`src/rtl/arm_pipe_ctrl_gen.sv`:
```
// Five-stage ARM pipeline controller: extended DP decode, multi-cycle MUL in E, MEM_STAGES-deep M pipe.
// Latency: decode is combinational, E is registered, W is MEM_STAGES+1 cycles after E (stalls excluded).
// Backpressure: MulStallE freezes F/D/E while a MUL occupies E; M1 takes bubbles during the stall.
module arm_pipe_ctrl_gen #(
    parameter int MEM_STAGES = 1,
    parameter int MUL_CYCLES = 3
) (
    input  logic        clk,
    input  logic        reset,
    input  logic [31:0] InstrD,
    input  logic [3:0]  ALUFlagsE,
    input  logic        FlushE,
    output logic [1:0]  RegSrcD,
    output logic [1:0]  ImmSrcD,
    output logic        ALUSrcE,
    output logic [3:0]  ALUControlE,
    output logic        MulE,
    output logic        CarryE,
    output logic        BranchTakenE,
    output logic        MulStallE,
    output logic        MemWriteM,
    output logic        RegWriteM,
    output logic        MemtoRegE,
    output logic        MemtoRegW,
    output logic        RegWriteW,
    output logic        PCSrcW,
    output logic        PCWrPendingF,
    output logic [3:0]  FlagsE
);

    localparam bit MULTI_CYCLE = (MUL_CYCLES > 1);
    localparam int CNT_W = MULTI_CYCLE ? $clog2(MUL_CYCLES) : 1;
    localparam logic [CNT_W-1:0] CNT_LOAD = CNT_W'(MULTI_CYCLE ? MUL_CYCLES - 2 : 0);

    typedef struct packed {
        logic       regWrite;
        logic       memWrite;
        logic       memtoReg;
        logic       pcSrc;
        logic       branch;
        logic [1:0] flagWrite;
        logic       aluSrc;
        logic [3:0] aluControl;
        logic       mul;
        logic [3:0] cond;
    } eCtrl_t;

    typedef struct packed {
        logic regWrite;
        logic memWrite;
        logic memtoReg;
        logic pcSrc;
    } memCtrl_t;

    typedef enum logic {IDLE, BUSY} mulState_t;

    eCtrl_t     dCtrl;
    eCtrl_t     eCtrl;
    memCtrl_t   mIn;
    memCtrl_t   mPipe [MEM_STAGES];
    mulState_t  mulState;
    logic [CNT_W-1:0] cnt;

    logic [1:0] op;
    logic [3:0] opcode;
    logic [3:0] rd;
    logic       sBit;
    logic       isMulD;
    logic       isArith;
    logic       condExE;
    logic       mulStart;
    logic [1:0] flagWriteG;
    logic       mPend;
    logic       unusedBits;

    assign op     = InstrD[27:26];
    assign opcode = InstrD[24:21];
    assign sBit   = InstrD[20];
    assign isMulD = (InstrD[27:22] == 6'b000000) && (InstrD[7:4] == 4'b1001);
    assign rd     = isMulD ? InstrD[19:16] : InstrD[15:12];

    always_comb begin
        case (opcode)
            4'b0010, 4'b0011, 4'b0100, 4'b0101,
            4'b0110, 4'b0111, 4'b1010, 4'b1011: isArith = 1'b1;
            default:                            isArith = 1'b0;
        endcase
    end

    always_comb begin
        dCtrl            = '0;
        dCtrl.cond       = InstrD[31:28];
        dCtrl.aluControl = 4'b0100;
        RegSrcD          = 2'b00;
        ImmSrcD          = 2'b00;
        if (isMulD) begin
            dCtrl.regWrite   = 1'b1;
            dCtrl.flagWrite  = {sBit, 1'b0};
            dCtrl.mul        = 1'b1;
            dCtrl.aluControl = opcode;
        end else if (op == 2'b00) begin
            // TST/TEQ/CMP/CMN only set flags
            dCtrl.regWrite   = (opcode[3:2] != 2'b10);
            dCtrl.flagWrite  = {sBit, sBit & isArith};
            dCtrl.aluSrc     = InstrD[25];
            dCtrl.aluControl = opcode;
        end else if (op == 2'b01) begin
            dCtrl.regWrite = InstrD[20];
            dCtrl.memWrite = ~InstrD[20];
            dCtrl.memtoReg = InstrD[20];
            dCtrl.aluSrc   = 1'b1;
            ImmSrcD        = 2'b01;
            RegSrcD[1]     = ~InstrD[20];
        end else if (op == 2'b10) begin
            dCtrl.branch = 1'b1;
            dCtrl.aluSrc = 1'b1;
            ImmSrcD      = 2'b10;
            RegSrcD[0]   = 1'b1;
        end
        dCtrl.pcSrc = dCtrl.regWrite && (rd == 4'hF);
    end

    always_ff @(posedge clk) begin
        if (reset) begin
            eCtrl <= '0;
        end else if (!MulStallE) begin
            eCtrl <= FlushE ? '0 : dCtrl;
        end
    end

    always_comb begin
        case (eCtrl.cond)
            4'b0000: condExE = FlagsE[2];
            4'b0001: condExE = ~FlagsE[2];
            4'b0010: condExE = FlagsE[1];
            4'b0011: condExE = ~FlagsE[1];
            4'b0100: condExE = FlagsE[3];
            4'b0101: condExE = ~FlagsE[3];
            4'b0110: condExE = FlagsE[0];
            4'b0111: condExE = ~FlagsE[0];
            4'b1000: condExE = FlagsE[1] & ~FlagsE[2];
            4'b1001: condExE = ~FlagsE[1] | FlagsE[2];
            4'b1010: condExE = (FlagsE[3] == FlagsE[0]);
            4'b1011: condExE = (FlagsE[3] != FlagsE[0]);
            4'b1100: condExE = ~FlagsE[2] & (FlagsE[3] == FlagsE[0]);
            4'b1101: condExE = FlagsE[2] | (FlagsE[3] != FlagsE[0]);
            4'b1110: condExE = 1'b1;
            default: condExE = 1'b0;
        endcase
    end

    assign flagWriteG = eCtrl.flagWrite & {2{condExE}};
    assign mulStart   = MULTI_CYCLE && (mulState == IDLE) && eCtrl.mul && condExE;
    assign MulStallE  = mulStart || ((mulState == BUSY) && (cnt != '0));

    always_ff @(posedge clk) begin
        if (reset) begin
            mulState <= IDLE;
            cnt      <= '0;
        end else begin
            case (mulState)
                IDLE: begin
                    if (mulStart) begin
                        mulState <= BUSY;
                        cnt      <= CNT_LOAD;
                    end
                end
                BUSY: begin
                    if (cnt == '0) mulState <= IDLE;
                    else           cnt      <= cnt - CNT_W'(1);
                end
                default: mulState <= IDLE;
            endcase
        end
    end

    // Flags only commit on the non-stalled (final) E cycle of an instruction
    always_ff @(posedge clk) begin
        if (reset) begin
            FlagsE <= 4'b0000;
        end else if (!MulStallE) begin
            if (flagWriteG[1]) FlagsE[3:2] <= ALUFlagsE[3:2];
            if (flagWriteG[0]) FlagsE[1:0] <= ALUFlagsE[1:0];
        end
    end

    assign mIn.regWrite = eCtrl.regWrite & condExE;
    assign mIn.memWrite = eCtrl.memWrite & condExE;
    assign mIn.memtoReg = eCtrl.memtoReg;
    assign mIn.pcSrc    = eCtrl.pcSrc & condExE;

    always_ff @(posedge clk) begin
        if (reset) begin
            for (int i = 0; i < MEM_STAGES; i++) mPipe[i] <= '0;
            RegWriteW <= 1'b0;
            MemtoRegW <= 1'b0;
            PCSrcW    <= 1'b0;
        end else begin
            mPipe[0] <= MulStallE ? '0 : mIn;
            for (int i = 1; i < MEM_STAGES; i++) mPipe[i] <= mPipe[i-1];
            RegWriteW <= mPipe[MEM_STAGES-1].regWrite;
            MemtoRegW <= mPipe[MEM_STAGES-1].memtoReg;
            PCSrcW    <= mPipe[MEM_STAGES-1].pcSrc;
        end
    end

    always_comb begin
        mPend = 1'b0;
        for (int i = 0; i < MEM_STAGES; i++) mPend = mPend | mPipe[i].pcSrc;
    end

    assign PCWrPendingF = dCtrl.pcSrc | eCtrl.pcSrc | mPend;
    assign ALUSrcE      = eCtrl.aluSrc;
    assign ALUControlE  = eCtrl.aluControl;
    assign MulE         = eCtrl.mul;
    assign MemtoRegE    = eCtrl.memtoReg;
    assign CarryE       = FlagsE[1];
    assign BranchTakenE = eCtrl.branch & condExE;
    assign MemWriteM    = mPipe[0].memWrite;
    assign RegWriteM    = mPipe[0].regWrite;
    assign unusedBits   = ^{InstrD[11:8], InstrD[3:0], mPipe[MEM_STAGES-1].memWrite};

endmodule

```
`config.mk`:
```
export PLATFORM = sky130hd
export DESIGN_NAME = arm_pipe_ctrl_gen
export DESIGN_NICKNAME = d
export VERILOG_FILES = /design/src/rtl/arm_pipe_ctrl_gen.sv
export SDC_FILE = /design/constraint.sdc
export NUM_CORES = 1
export LEC_CHECK = 0
export ABC_AREA = 1
export BUFFER_PORTS_ARGS = -buffer_cell sky130_fd_sc_hd__buf_4
export CAP_MARGIN = 5
export CORE_AREA = 2 2 85 87
export DETAILED_ROUTE_END_ITERATION = 8
export DIE_AREA = 0 0 87 89
export GPL_TIMING_DRIVEN = 0
export PLACE_DENSITY = 0.53
export SLEW_MARGIN = 20
export SYNTH_ARGS = -nofsm -noshare
export SYNTH_HDL_FRONTEND = slang
export SYNTH_SLANG_ARGS = --single-unit
export TNS_END_PERCENT = 100
```
`constraint.sdc`:
```
create_clock -name clk -period 1.9 [get_ports clk]
set_input_delay 0.475 -clock clk [delete_from_list [all_inputs] [get_ports clk]]
set_output_delay 0.475 -clock clk [all_outputs]
set_load 0.005 [all_outputs]
```
==> flow_metrics.env <==
export IMPL_die_y_um=89
export IMPL_cts_max_level=2
export IMPL_final_cell_mix="buf_4, nand2_1, nand3_1, dfxtp_1, inv_1"
export IMPL_final_net_count=364
export IMPL_min_to="FlagsE[0]$_SDFFE_PP0P_"
export IMPL_max_slew_margin_rel_pct=63.5
export IMPL_num_rows=30
export IMPL_crit_family="simple AND/OR/NAND/NOR gates"
export IMPL_cap_violations=0
export IMPL_clockBufferDepth=2
export IMPL_endpoint_kind="output port"
export IMPL_post_place_ws_ps=-252
export IMPL_dr_pass1_iters=4
export IMPL_whs_path_depth=3
export IMPL_drc=0
export IMPL_fmax_ghz=0.496
export IMPL_synth_xor_area_share_pct=0
export IMPL_place_congestion=0.802
export IMPL_synthSimpleGateAreaFrac_pct=37.5
export IMPL_outcome="complete, but fails checks"
export IMPL_final_core_util_pct=38.6
export IMPL_switching_power_uw=354
export IMPL_areaGrowthSynthToFinish_pct=56.7
export IMPL_cts_buffers=5
export IMPL_first_global_vias=1612
export IMPL_wl_per_cell_um=11.4
export IMPL_postRouteAntennaNets=0
export IMPL_r2r_end="FlagsE[0]$_SDFFE_PP0P_"
export IMPL_synth_area_mm2=0.00166
export IMPL_drt_iter0_markers=55
export IMPL_p_leak_uw=0.00123
export IMPL_track_usage_pct=12.4
export IMPL_synth_fa_ha_area_share_pct=3.78
export IMPL_seqPwrFrac_pct=45.9
export IMPL_synth_top_family_by_area="simple AND/OR/NAND/NOR gates"
export IMPL_ys_ff_latch=31
export IMPL_ys_types=23
export IMPL_pwr_share_comb_pct=14.9
export IMPL_slowest_delay_ps=360
export IMPL_ir_drop_mv=0.271
export IMPL_cp_max_fo=5
export IMPL_swShare_pct=24.3
export IMPL_die_area_mm2=0.00774
export IMPL_cpMaxStageDelayCell="dfxtp_2"
export IMPL_synthCells=242
export IMPL_avgViaCountPerCell=4.42
export IMPL_fin_worst_skew_ps=2.76
export IMPL_n_antenna_cell=0
export IMPL_design_area_mm2=0.00259
export IMPL_period_share_pct=106
export IMPL_drive_above_1_share_pct=44.9
export IMPL_worst_slew_pin_slew_ps=548
export IMPL_failed_checks="negative setup slack"
export IMPL_crit_type="flop to output port"
export IMPL_p_clk_share_pct=39.2
export IMPL_tritoncts="yes"
export IMPL_io_buffers=54
export IMPL_vias=1773
export IMPL_clk_pin_slew_ps=60
export IMPL_hpwl_mm=3.26
export IMPL_arrival_ps=1540
export IMPL_crit_chain="buf_6, nor2_4, nand3_2, nand2_2, inv_2, nand2_2, nor2_4, nand3_4, buf_6, nand2_2, inv_2, buf_6"
export IMPL_intPower_uw=1100
export IMPL_start_kind="flop"
export IMPL_worst_hold_path_type="input pin to flop"
export IMPL_synthesis_nets=286
export IMPL_placed_cell_area_mm2=0.00216
export IMPL_hp_start="ALUFlagsE[0]"
export IMPL_synthMuxAreaShare_pct=0
export IMPL_rrSetupSlack_ps=110
export IMPL_cp_depth=12
export IMPL_grt_pass1_wl_mm=7.40
export IMPL_r2r_start="eCtrl[2]$_SDFFE_PP0N_"
export IMPL_syn_avg_cell_area_um2=6.84
export IMPL_start_util_pct=24.6
export IMPL_holdWs_ps=400
export IMPL_fin_ws_ps=-115
export IMPL_power_density_mw_per_mm2=562
export IMPL_cp_num_buf_inv=5
export IMPL_worstSkewPairLatency_ps=290
export IMPL_grt_ovfl_total=0
export IMPL_p_total_uw=1460
export IMPL_cts_root_buf="clkbuf_8"
export IMPL_final_common_cell="buf_4"
export IMPL_core_area_mm2=0.00672
export IMPL_rr_worst_depth=13
export IMPL_crit_required_ps=1420
export IMPL_layout_min_cycle_time_ps=2010
export IMPL_seq_area_frac_synth_pct=37.5
export IMPL_timing_final_max_slew_violations=0
export IMPL_synth_compound_area_share_pct=8.47
export IMPL_die_w_um=87
export IMPL_rsz0062_at_grt="yes"
export IMPL_cts_hold_buffers=0
export IMPL_ios=63
export IMPL_setup_violations=2
export IMPL_grt_max_degree=18
export IMPL_cts_sinks=31
export IMPL_ys_warn_count=0
export IMPL_antenna_found_initial=0
export IMPL_wl_mm=4.57
export IMPL_finalHoldViolations=0
-- layout make-up --
cell class	count	area (µm²)
buffer	10	75.1
inverter	35	144
multi-input combinational	165	958
fill	711	4130
clock buffer	8	100
timing repair buffer	72	578
sequential	31	638
tap	80	100
-- layer usage --
layer	routed length, µm	part of all wire [%]	GRT usage, %	vias to the layer above
li1	-	-	-	920
met1	1970	43	14.6	792
met2	2200	48	20.7	55
met3	332	7.3	3.97	6
met4	72	1.6	5.26	0
met5	0	0	0	-
-- Yosys cell counts --
cell type  count  area [µm²]
a21boi_1       1        7.51
nand3_4        2        35.0
nor4_1         1        6.26
buf_6          2        22.5
nand2_1       64         240
nor2_2         1        6.26
a21oi_1        6        30.0
clkinv_1       2        7.51
inv_1         30         113
nor2_1        27         101
nand4_1        7        43.8
inv_2          3        11.3
buf_2          1        5.00
nand3_1       31         155
o21ai_2        6        52.6
buf_4          6        45.0
dfxtp_1       31         621
nor3_1         2        10.0
clkbuf_1       2        7.51
ha_1           5        62.6
o21ai_1        2        10.0
nand2_4        2        22.5
o21ai_0        8        40.0
-- cells by family (layout without fill, tap and decap cells) --
logic type / after synthesis / after routing
adder cells (fa/ha/maj): 5 / 5
AO/OA/AOI/OAI: 23 / 23
buffers and inverters: 46 / 125
flip-flops: 31 / 31
AND/OR/NAND/NOR: 137 / 137
-- power by group through the flow --
stage | clock [µW] | combinational [µW] | sequential [µW]
3_3_place_gp | 0 | 166 | 683
2_1_floorplan | 0 | 78.1 | 681
4_1_cts | 588 | 201 | 668
5_1_grt | 620 | 239 | 670
3_5_place_dp | 0 | 166 | 683
6_report | 572 | 217 | 669
-- worst register-to-register path, cell delays in order, from the launching register on --
cell and delay, ps:
dfxtp_4 390, inv_2 40, nor2_2 120, nand2_1 100, a21boi_2 180, nor2_4 50
nand3_4 80, buf_6 110, buf_4 90, buf_6 100, nand4_1 180, nand2_1 130
nand2_1 50, nor2_1 100
-- repair_timing --
| item | in CTS | in global routing |
|---|---|---|
| pin swaps | 14 | 22 |
| resized for setup | 45 | 29 |
| endpoints found under the setup margin | 4 | 5 |
| cloned | 1 | 0 |
| buffers inserted | 13 | 4 |
-- state kept, by name, indices dropped and copies added, names as in the netlist --
register and cells:
ALUControlE 4, ALUSrcE 1, FlagsE 4, MemtoRegE 1
MemtoRegW 1, MulE 1, PCSrcW 1, RegWriteW 1
cnt 2, eCtrl 10, mPipe 4, mulState 1
-- per-stage QoR --
| step | setup TNS [ps] | cells |
|---|---|---|
| 2_1_floorplan | 0 | 242 |
| 3_3_place_gp | -495 | 376 |
| 3_5_place_dp | -509 | 376 |
| 4_1_cts | -240 | 397 |
| 5_1_grt | -586 | 401 |
| 6_report | -205 | 401 |
-- how the worst max path moves through the flow --
stage                                startpoint           end
after floorplan           eCtrl[0]$_SDFFE_PP0N_     MulStallE
after global placement               InstrD[27]  PCWrPendingF
after detailed placement             InstrD[27]  PCWrPendingF
after CTS                 eCtrl[0]$_SDFFE_PP0N_  BranchTakenE
after global routing      eCtrl[0]$_SDFFE_PP0N_  BranchTakenE
final                     eCtrl[0]$_SDFFE_PP0N_  BranchTakenE
No activity file was read; power rests on OpenSTA's default activity.
